### src/rtl/follower_pkg.sv
// Shared types and constants for the Follower's serial-input decoders.
package follower_pkg;

  localparam int         BC_CNT_W   = 22;
  localparam int         BC_BITS    = 8;
  localparam logic [7:0] BC_ID_MASK = 8'hC0;

  typedef enum logic [1:0] {
    IDLE      = 2'd0,
    CAL       = 2'd1,
    WAIT_FALL = 2'd2,
    SAMPLE    = 2'd3
  } bc_state_t;

endpackage

### src/rtl/sync_fall_det.sv
// Two-flop synchronizer for an idle-high async line plus a falling-edge strobe.
module sync_fall_det (
  input  logic clk,
  input  logic rst,
  input  logic din,
  output logic synced,
  output logic fall
);

  logic [2:0] sh_q, sh_d;

  always_comb begin
    sh_d = {sh_q[1:0], din};
  end

  // Reset to all-ones so an idle-high line never yields a spurious edge.
  always_ff @(posedge clk) begin
    if (rst) sh_q <= 3'b111;
    else     sh_q <= sh_d;
  end

  assign synced = sh_q[1];
  assign fall   = sh_q[2] & ~sh_q[1];

endmodule

### src/rtl/barcode_rx.sv
// Barcode station-tag receiver: calibrates on the first low pulse, then samples
// each data bit at the calibrated delay after its falling edge.
module barcode_rx
  import follower_pkg::*;
#(
  parameter int               CNT_W   = BC_CNT_W,
  parameter logic [CNT_W-1:0] TIMEOUT = {CNT_W{1'b1}}
) (
  input  logic       clk,
  input  logic       rst,
  input  logic       BC,
  input  logic       clr_ID_vld,
  output logic [7:0] ID,
  output logic       ID_vld,
  output logic       frame_err,
  output logic       busy
);

  logic synced, fall;

  sync_fall_det u_sync (
    .clk    (clk),
    .rst    (rst),
    .din    (BC),
    .synced (synced),
    .fall   (fall)
  );

  bc_state_t        state_q, state_d;
  logic [CNT_W-1:0] cnt_q, cnt_d, cal_q, cal_d, wdog_q, wdog_d;
  logic [7:0]       shift_q, shift_d, id_q, id_d;
  logic [2:0]       bit_cnt_q, bit_cnt_d;
  logic             id_vld_q, id_vld_d, frame_err_q, frame_err_d;
  logic [CNT_W-1:0] cnt_inc, wdog_inc;
  logic [7:0]       new_shift;

  always_comb begin
    state_d     = state_q;
    cnt_d       = cnt_q;
    cal_d       = cal_q;
    shift_d     = shift_q;
    bit_cnt_d   = bit_cnt_q;
    id_d        = id_q;
    id_vld_d    = clr_ID_vld ? 1'b0 : id_vld_q;
    frame_err_d = 1'b0;
    cnt_inc     = (&cnt_q)  ? cnt_q  : cnt_q + 1'b1;
    wdog_inc    = (&wdog_q) ? wdog_q : wdog_q + 1'b1;
    new_shift   = {shift_q[6:0], synced};

    // Watchdog measures cycles since the most recent falling edge.
    if (fall)                 wdog_d = CNT_W'(1);
    else if (state_q == IDLE) wdog_d = '0;
    else                      wdog_d = wdog_inc;

    if (state_q != IDLE && wdog_q >= TIMEOUT) begin
      state_d     = IDLE;
      cnt_d       = '0;
      bit_cnt_d   = '0;
      frame_err_d = 1'b1;
    end else begin
      unique case (state_q)
        IDLE: begin
          if (fall) begin
            state_d   = CAL;
            cnt_d     = CNT_W'(1);
            bit_cnt_d = '0;
          end
        end
        CAL: begin
          if (!synced) begin
            cnt_d = cnt_inc;
          end else begin
            cal_d   = cnt_q;
            cnt_d   = '0;
            state_d = WAIT_FALL;
          end
        end
        WAIT_FALL: begin
          if (fall) begin
            state_d = SAMPLE;
            cnt_d   = CNT_W'(1);
          end
        end
        SAMPLE: begin
          if (cnt_q == cal_q) begin
            shift_d   = new_shift;
            bit_cnt_d = bit_cnt_q + 3'd1;
            if (bit_cnt_q == 3'(BC_BITS - 1)) begin
              state_d = IDLE;
              id_d    = new_shift;
              // A valid ID sets the flag even against a coincident clear.
              if ((new_shift & BC_ID_MASK) == 8'h00) id_vld_d    = 1'b1;
              else                                   frame_err_d = 1'b1;
            end else begin
              state_d = WAIT_FALL;
            end
          end else begin
            cnt_d = cnt_inc;
          end
        end
        default: state_d = IDLE;
      endcase
    end
  end

  always_ff @(posedge clk) begin
    if (rst) begin
      state_q     <= IDLE;
      cnt_q       <= '0;
      cal_q       <= '0;
      wdog_q      <= '0;
      shift_q     <= '0;
      bit_cnt_q   <= '0;
      id_q        <= '0;
      id_vld_q    <= 1'b0;
      frame_err_q <= 1'b0;
    end else begin
      state_q     <= state_d;
      cnt_q       <= cnt_d;
      cal_q       <= cal_d;
      wdog_q      <= wdog_d;
      shift_q     <= shift_d;
      bit_cnt_q   <= bit_cnt_d;
      id_q        <= id_d;
      id_vld_q    <= id_vld_d;
      frame_err_q <= frame_err_d;
    end
  end

  assign ID        = id_q;
  assign ID_vld    = id_vld_q;
  assign frame_err = frame_err_q;
  assign busy      = (state_q != IDLE);

endmodule

### config.mk
export PLATFORM = sky130hd
export DESIGN_NAME = barcode_rx
export DESIGN_NICKNAME = d
export VERILOG_FILES = /design/src/rtl/follower_pkg.sv /design/src/rtl/sync_fall_det.sv /design/src/rtl/barcode_rx.sv
export SDC_FILE = /design/constraint.sdc
export NUM_CORES = 1
export LEC_CHECK = 0
export BUFFER_PORTS_ARGS = -buffer_cell sky130_fd_sc_hd__buf_2
export CAP_MARGIN = 40
export CORE_MARGIN = 3
export CORE_UTILIZATION = 25
export CTS_CLUSTER_SIZE = 20
export DETAILED_ROUTE_END_ITERATION = 10
export HOLD_SLACK_MARGIN = 0.08
export PLACE_DENSITY_LB_ADDON = 0.05
export SYNTH_ARGS = -nofsm -noshare
export SYNTH_HDL_FRONTEND = slang
export SYNTH_SLANG_ARGS = --single-unit
### constraint.sdc
create_clock -name clk -period 2.33 [get_ports clk]
set_clock_uncertainty 0.1 [all_clocks]
set_input_delay 0 -clock clk [delete_from_list [all_inputs] [get_ports clk]]
set_output_delay 0 -clock clk [all_outputs]
set_load 0.02 [all_outputs]
==> reports/qor.csv, run 1 <==
metric,value,unit
yosys.area.top_type_share,42.11,%
status,"complete, no violations",
cts_tree,built,
use_met1,17.73,%
p_comb_share,3.7,%
register_area,1829,um2
path_clk_slew,0.07,ns
remaining_drc_errors,0,
synth_fp_nets,501,
via_count,3606,
switching_share,24.23,%
power_frac_seq,50.9,%
htree_levels,3,
die-area,18920,um2
rsz0062_at_grt,false,
layout_min_cycle_time,2.138,ns
finalHoldViolCount,0,
drive_gt1_share,16.67,%
avgSynthCellArea,8.776,um2
portBuffers,14,
synthDistinctLibCells,53,
dr.pass1.iters,4,
synth-async-reset-ratio,0,%
vdd_drop_max,0.0003867,V
slew_headroom,49.85,%
cts.path.max_buffers,2,
wl_per_cell,15.39,um
worstSetupPathType,reg -> reg,
power,3.082,mW
nNetsFinal,543,
finalCritPeriodShare,91.78,%
grt_pass1_wl,19500,um
critical_path.max_fanout,13,
worstMarginPinSlew,0.7522,ns
rows,47,
fmax,467.6,MHz
p_switching,0.7469,mW
maxSlewViolCount,0,
ys.flop_type,dfxtp_1,
vias_per_cell,4.745,
initial_core_util,25.82,%
worst-endpoint-arrival,2.27,ns
area_growth,19.20,%
cts.sinks,91,
multiInputGateArea,2352,um2
fillers,1782,
synthTopCellsByArea,"dfxtp_1 (42%), xor2_1 (7.9%), mux2i_1 (7.6%)",
die_x,137.6,um
first_global_vias,3639,
synth_area_leader_cell,dfxtp_1,
routabilityCongestion,0.8221,
core_area,16760,um2
clockRootBuffer,clkbuf_16,
cts_buffers,9,
synth.yosys.seq_area_share,42.11,%
die_y,137.6,um
detail_route.iter0.violations,197,
grt_max_degree,32,
grt-ovfl-total,0,
insertedDiodeCount,0,
placed_cells,740,
clockPowerShare,45.3,%
ys_ff_latch,91,
p_int,2.335,mW
p_leak,1.975,nW
busiest_layer,met2,
setup.worst_path.end_class,flip-flop,
io_pins,15,
crit_path_start_kind,flip-flop,
met3_usage,3.141,%
max-cap-violations,0,
yosysWarnings,0,
power.density,597.6,nW/um2
clk_latency,0.35,ns
netlist_area,4327,um2
hp-class,in -> reg,
setup_viol,0,
dp_hpwl,8455,um
synthCells,493,
antenna_found_initial,0,
crit_required,2.46,ns
synth_edf_count,0,
fin_cells,760,
wl,11700,um
final_antenna_net_count,0,
grt_use_total,13.41,%
met2_usage,21.64,%
## cells in the mapped netlist (all sizes together) (10+ instances only)
cell / number
a21oi: 28
nor2: 85
nand3: 23
clkbuf: 10
xor2: 39
nand4: 22
buf: 13
nand2: 31
nor3: 12
dfxtp: 91
o21ai: 20
mux2i: 33
nor4: 14
## state kept, by name, summed over array words and instances (netlist names), 2 cells and up
name         flops
ID               8
bit_cnt_q        3
cnt_q           22
cal_q           22
shift_q          7
wdog_q          22
u_sync.sh_q      3
state_q          2
## cells by family after synthesis
family | count (synthesis) | synth area share (%)
buf+inv | 29 | 3.875
mux | 33 | 7.635
fa+ha+maj | 4 | 1.157
simple gates | 221 | 26.17
xor+xnor | 45 | 9.109
flops | 91 | 42.11
compound gates | 70 | 9.948
## critical path, cell delays in order (launching register included)
cell	delay [ns]
dfxtp_1	0.49
xor2_1	0.11
nor2_1	0.27
nand3_1	0.17
or2_1	0.31
buf_12	0.18
nor2_8	0.13
mux2i_1	0.19
nor2_1	0.05
## metal layers
metal | wire (um) | vias up
met4 | 178 | 0
met5 | 0 | -
met2 | 5353 | 50
li1 | - | 1825
met3 | 291 | 12
met1 | 5873 | 1719
## area by class of cell
class / instances / share of cell area [%]
clock buffer: 10 / 4.440
clock inverter: 6 / 0.8976
inverter: 6 / 0.4367
multi-input combinational: 373 / 45.61
sequential: 91 / 35.47
tap: 220 / 5.337
timing repair buffer: 54 / 7.812
## per-stage QoR
step / hold slack (ns) / instance area [um2] / setup TNS, ns / util (%) / setup WS, ns
finish: 0.2653 / 5157 / 0 / 30.77 / 0.1915
global route: 0.2657 / 5157 / 0 / 30.77 / 0.001417
CTS: 0.2465 / 5130 / 0 / 30.61 / 0.03953
detailed placement: 0.09084 / 4822 / -0.02504 / 28.77 / -0.02504
global placement: 0.08361 / 4822 / -0.02178 / 28.77 / -0.02178
floorplan: 0.003811 / 4327 / 0 / - / 0.3511
## worst paths after layout
kind / depth (start not counted) / startpoint / slack, ns / to
max: 8 / cnt_q[5] / 0.19 / shift_q[6]
min: 3 / BC / 0.27 / u_sync.sh_q[0]
max reg2reg: 8 / cnt_q[5] / 0.19 / shift_q[6]
min reg2reg: 1 / u_sync.sh_q[0] / 0.31 / u_sync.sh_q[1]
## power groups by stage
stage | sequential, mW | clock (mW) | combinational [mW]
2_1_floorplan | 1.60 | 0 | 0.0726
3_3_place_gp | 1.61 | 0 | 0.114
3_5_place_dp | 1.61 | 0 | 0.112
4_1_cts | 1.57 | 1.46 | 0.117
5_1_grt | 1.57 | 1.51 | 0.128
6_report | 1.57 | 1.40 | 0.115
## placed cells by master (no fill, tap or decap), types with 2 or more instances in the layout
| master | count |
|---|---|
| buf_12 | 2 |
| ha_1 | 4 |
| xor2_1 | 39 |
| dfxtp_1 | 85 |
| mux2i_1 | 33 |
| nor4_1 | 12 |
| nand2_2 | 2 |
| buf_2 | 14 |
| or3_1 | 5 |
| inv_1 | 6 |
| and4_1 | 2 |
| and2_1 | 5 |
| buf_4 | 35 |
| xnor2_1 | 6 |
| clkbuf_16 | 9 |
| nand4_1 | 21 |
| or2_2 | 4 |
| o211ai_1 | 4 |
| dlygate4sd3_1 | 3 |
| nor2_1 | 82 |
| nor3_1 | 12 |
| nand2b_1 | 3 |
| nand2_1 | 29 |
| a32o_1 | 3 |
| dfxtp_2 | 6 |
| nand3_1 | 21 |
| o21ai_0 | 19 |
| nand4b_1 | 3 |
| and3_1 | 6 |
| a21oi_1 | 28 |
| a31oi_1 | 5 |
| clkinvlp_4 | 2 |
| inv_6 | 3 |
## what timing repair did
action | CTS | global route
setup endpoints to repair | 2 | 14
buffers inserted | 0 | 1
hold buffers | 3 | 0
resized for setup | 1 | 8
endpoints found under the hold margin | 14 | 0
(Power assumes the default switching activity.)
==> run 2, diff against run 1 <==
--- a/config.mk
+++ b/config.mk
@@ -8,7 +8,7 @@
 export BUFFER_PORTS_ARGS = -buffer_cell sky130_fd_sc_hd__buf_2
 export CAP_MARGIN = 40
 export CORE_MARGIN = 3
-export CORE_UTILIZATION = 25
+export CORE_UTILIZATION = 61
 export CTS_CLUSTER_SIZE = 20
 export DETAILED_ROUTE_END_ITERATION = 10
 export HOLD_SLACK_MARGIN = 0.08
==> reports/qor.csv, run 2 (synthesized netlist as in run 1, its figures left out) <==
metric,value,unit
fin_area,4870,um2
layout_min_cycle_time,2.167,ns
place_area,4604,um2
rows,30,
initial_core_util,63.33,%
min_path_cells,3,
dr.pass1.iters,4,
ff2ff_path_depth,8,
setup.worst_path.end_class,flip-flop,
antenna_found_initial,0,
die-area,8140,um2
detail_route.iter0.violations,219,
finalHoldViolCount,0,
hold-path-endpoint,u_sync.sh_q[0],
pre_cts_ws,0.1627,ns
p_int,2.160,mW
reg_top3,"cal_q x22, cnt_q x22, wdog_q x22",
grt_pass1_wl,16460,um
worst-endpoint-arrival,2.35,ns
whs,0.2705,ns
clockRootBuffer,clkbuf_8,
cts.path.max_buffers,2,
max-cap-violations,0,
io_pins,15,
portBuffers,14,
setup_viol,0,
wl_per_cell,15.39,um
hold_start,BC,
p_leak,1.910,nW
die_x,90.22,um
maxSlewViolCount,0,
crit_path_start_kind,flip-flop,
cts.sinks,91,
placed_cells,611,
worstSetupPathType,reg -> reg,
grt-ovfl-total,0,
power_frac_seq,55.9,%
fmax,461.4,MHz
final_antenna_net_count,0,
rsz0062_at_grt,true,
area_growth,12.55,%
grt_max_degree,30,
slew_headroom,53.66,%
first_global_vias,3492,
insertedDiodeCount,0,
switching_share,22.98,%
p_comb_share,4.1,%
worstMarginPinSlew,0.6888,ns
rr_startpoint,cnt_q[0],
critical_path.max_fanout,5,
fin_cells,630,
wl,9694,um
status,"complete, no violations",
post_cts_buffers,0,
cts_tree,built,
finalWorstSetupSlack,0.1629,ns
hp-class,in -> reg,
grt_use_total,24.72,%
via_count,3636,
crit_required,2.52,ns
final_common_cell,dfxtp_1,
final_cell_mix,"dfxtp_1 (85), nor2_1 (82), xor2_1 (39)",
p_switching,0.6444,mW
drive_gt1_share,16.10,%
vdd_drop_max,0.0004375,V
clk_latency,0.36,ns
htree_levels,3,
core_area,6832,um2
rrSetupSlack,0.16,ns
die_y,90.22,um
remaining_drc_errors,0,
path_clk_slew,0.09,ns
cts_buffers,9,
nNetsFinal,537,
finalCritPeriodShare,93.01,%
dp_hpwl,6847,um
routabilityCongestion,0.9001,
power.density,575.9,nW/um2
r2r-end,cnt_q[14],
power,2.804,mW
vias_per_cell,5.771,
clockPowerShare,40.1,%
-- run 2: power groups by stage --
stage / clock (mW) / combinational (mW) / sequential, mW
after floorplan: 0 / 0.0726 / 1.60
after global placement: 0 / 0.107 / 1.60
after detailed placement: 0 / 0.108 / 1.60
after CTS: 1.14 / 0.112 / 1.57
after global routing: 1.22 / 0.125 / 1.57
final: 1.12 / 0.114 / 1.57
-- run 2: timing repair --
item                                    CTS  global route
endpoints found under the setup margin    0             7
gates resized for setup                   0             9
endpoints found under the hold margin    16             0
hold buffers                              3             0
-- run 2: stage by stage --
stage               utilization [%]  setup TNS (ns)
floorplan                         -               0
global placement              67.40               0
detailed placement            67.40               0
CTS                           70.93               0
global route                  71.28       -0.007376
finish                        71.28               0
-- run 2: cell type report --
type,count,area (um2)
clock buffer,11,151.4
clock inverter,5,60.06
fill,549,1962
inverter,6,22.52
multi-input combinational,373,2354
sequential,91,1829
tap,96,120.1
timing repair buffer,48,332.8
-- run 2: worst max-delay path, cell delays in order, from the launching register on --
cell and delay, ns:
dfxtp_1 0.43, ha_1 0.22, nand4_1 0.15, or3_1 0.46
nor2_2 0.19, nand4_1 0.16, nor4_1 0.19, a21oi_1 0.06
a21oi_1 0.15
-- run 2: worst max path at each step --
stage / to / startpoint / cells after the start / slack (ns)
after global routing: shift_q[0] / cnt_q[2] / 8 / -0.007
after CTS: cnt_q[14] / cnt_q[0] / 8 / 0.14
final: cnt_q[14] / cnt_q[0] / 8 / 0.16
after global placement: shift_q[0] / cnt_q[4] / 8 / 0.24
after detailed placement: shift_q[0] / cnt_q[21] / 8 / 0.16
after floorplan: cnt_q[14] / cnt_q[1] / 8 / 0.35
-- run 2: per-layer routing --
layer	GRT usage [%]	routed length, um	vias up
met5	0	0	-
met3	4.351	467	19
met2	40.70	4656	106
li1	-	-	1812
met4	11.86	227	0
met1	31.42	4342	1699
==> run 3, diff against run 2 <==
--- a/config.mk
+++ b/config.mk
@@ -7,10 +7,12 @@
 export LEC_CHECK = 0
 export BUFFER_PORTS_ARGS = -buffer_cell sky130_fd_sc_hd__buf_2
 export CAP_MARGIN = 40
+export CORE_ASPECT_RATIO = 1.1
 export CORE_MARGIN = 3
 export CORE_UTILIZATION = 61
 export CTS_CLUSTER_SIZE = 20
 export DETAILED_ROUTE_END_ITERATION = 10
+export GPL_TIMING_DRIVEN = 0
 export HOLD_SLACK_MARGIN = 0.08
 export PLACE_DENSITY_LB_ADDON = 0.05
 export SYNTH_ARGS = -nofsm -noshare
==> reports/qor.csv, run 3 (synthesized netlist as in run 1, its figures left out) <==
metric,value,unit
status,"complete, no violations",
core_area,6749,um2
maxSlewViolCount,0,
routabilityCongestion,0.9348,
p_leak,1.854,nW
worstMarginPinSlew,0.6309,ns
cts.sinks,91,
grt_use_total,24.79,%
die-area,8141,um2
cts_buffers,9,
busiest_layer,met2,
first_global_vias,3368,
clockRootBuffer,clkbuf_8,
dr.pass1.iters,5,
fmax,455.1,MHz
antenna_found_initial,0,
power,2.782,mW
setup_viol,0,
clockPowerShare,39.7,%
path_clk_slew,0.09,ns
crit_required,2.49,ns
setup.worst_path.end_class,flip-flop,
initial_core_util,64.11,%
use_met1,32.86,%
vias_per_cell,6.069,
met3_usage,3.578,%
p_int,2.104,mW
r2r-end,cnt_q[11],
vdd_drop_max,0.0003842,V
final_common_cell,nor2_1,
remaining_drc_errors,0,
fin_util,71.82,%
reg_top3,"cal_q x22, cnt_q x22, wdog_q x22",
finalHoldViolCount,0,
detail_route.iter0.violations,261,
wl_per_cell,16.09,um
drive_gt1_share,16.35,%
hp-class,reg -> reg,
p_comb_share,4.0,%
p_switching,0.6785,mW
rr_startpoint,cnt_q[11],
layout_min_cycle_time,2.197,ns
rows,31,
slew_headroom,57.55,%
crit_path_start_kind,flip-flop,
fin_cells,608,
power.density,574.0,nW/um2
nNetsFinal,529,
die_x,86.30,um
wl,9782,um
power_frac_seq,56.3,%
final_antenna_net_count,0,
max-cap-violations,0,
fillers,550,
final_cell_mix,"nor2_1 (79), dfxtp_1 (78), xor2_1 (38)",
met2_usage,40.49,%
worst-endpoint-arrival,2.36,ns
switching_share,24.39,%
via_count,3690,
crit_path_end,cnt_q[11],
htree_levels,3,
io_pins,15,
clk_latency,0.37,ns
cts.path.max_buffers,2,
area_growth,12.03,%
grt_max_degree,17,
cts_tree,built,
ff2ff_path_depth,10,
grt-ovfl-total,0,
grt_pass1_wl,16060,um
finalCritPeriodShare,94.31,%
critical_path.max_fanout,7,
die_y,94.33,um
dp_hpwl,6788,um
rrSetupSlack,0.13,ns
insertedDiodeCount,0,
tns,0,ns
placed_cells,588,
crit_start,cnt_q[11],
worstSetupPathType,reg -> reg,
portBuffers,13,
## run 3: worst min-delay path by stage
stage / end / start / cells after the start / slack [ns]
floorplan: u_sync.sh_q[0] / BC / 1 / 0.004
detailed placement: u_sync.sh_q[0] / BC / 2 / 0.09
global route: u_sync.sh_q[1] / u_sync.sh_q[0] / 1 / 0.33
finish: u_sync.sh_q[1] / u_sync.sh_q[0] / 1 / 0.32
CTS: ID_vld / clr_ID_vld / 4 / 0.32
global placement: u_sync.sh_q[0] / BC / 2 / 0.08
## run 3: layout make-up
class / count / area (um2) / area share (%)
Tap cell: 82 / 102.6 / 2.117
Multi-Input combinational cell: 373 / 2421 / 49.95
Sequential cell: 91 / 1841 / 37.97
Inverter: 6 / 22.52 / 0.4646
Buffer: 20 / 132.6 / 2.736
Timing Repair Buffer: 20 / 127.6 / 2.633
Clock buffer: 10 / 127.6 / 2.633
Clock inverter: 6 / 72.57 / 1.497
## run 3: per-layer routing
metal  part of all wire [%]  vias to the layer above
met4                    2.1                        0
met3                    5.0                       22
met2                     48                      134
li1                       -                     1795
met1                     45                     1739
met5                      0                        -
## run 3: power groups by stage
stage	clock (mW)	combinational, mW	sequential [mW]
floorplan	0	0.0726	1.60
global placement	0	0.0991	1.60
detailed placement	0	0.0998	1.60
CTS	1.12	0.106	1.57
global route	1.18	0.122	1.57
finish	1.10	0.111	1.57
## run 3: metrics by stage
stage                     hold slack [ns]  setup slack [ns]  area, um2
after global routing               0.3305          -0.02037       4847
final                              0.3158            0.1325       4847
after global placement            0.08386          -0.03444       4494
after detailed placement          0.08618          -0.07433       4494
after floorplan                  0.003811            0.3511       4327
after CTS                          0.3166           0.07101       4746
## run 3: what timing repair did
action / CTS / global route
endpoints found under the hold margin: 4 / 0
setup buffers: 0 / 3
resized for setup: 4 / 31
pin swaps: 0 / 8
endpoints found under the setup margin: 13 / 40
cloned: 0 / 0
hold buffers: 4 / 0
## run 3: critical path: stages, from the launching register on
cell	delay (ns)
dfxtp_1	0.31
buf_2	0.16
xor2_1	0.20
nor4_1	0.19
nand4_1	0.24
or2_1	0.28
buf_6	0.15
buf_4	0.14
nand4_1	0.09
xor2_1	0.16
nor2_1	0.06
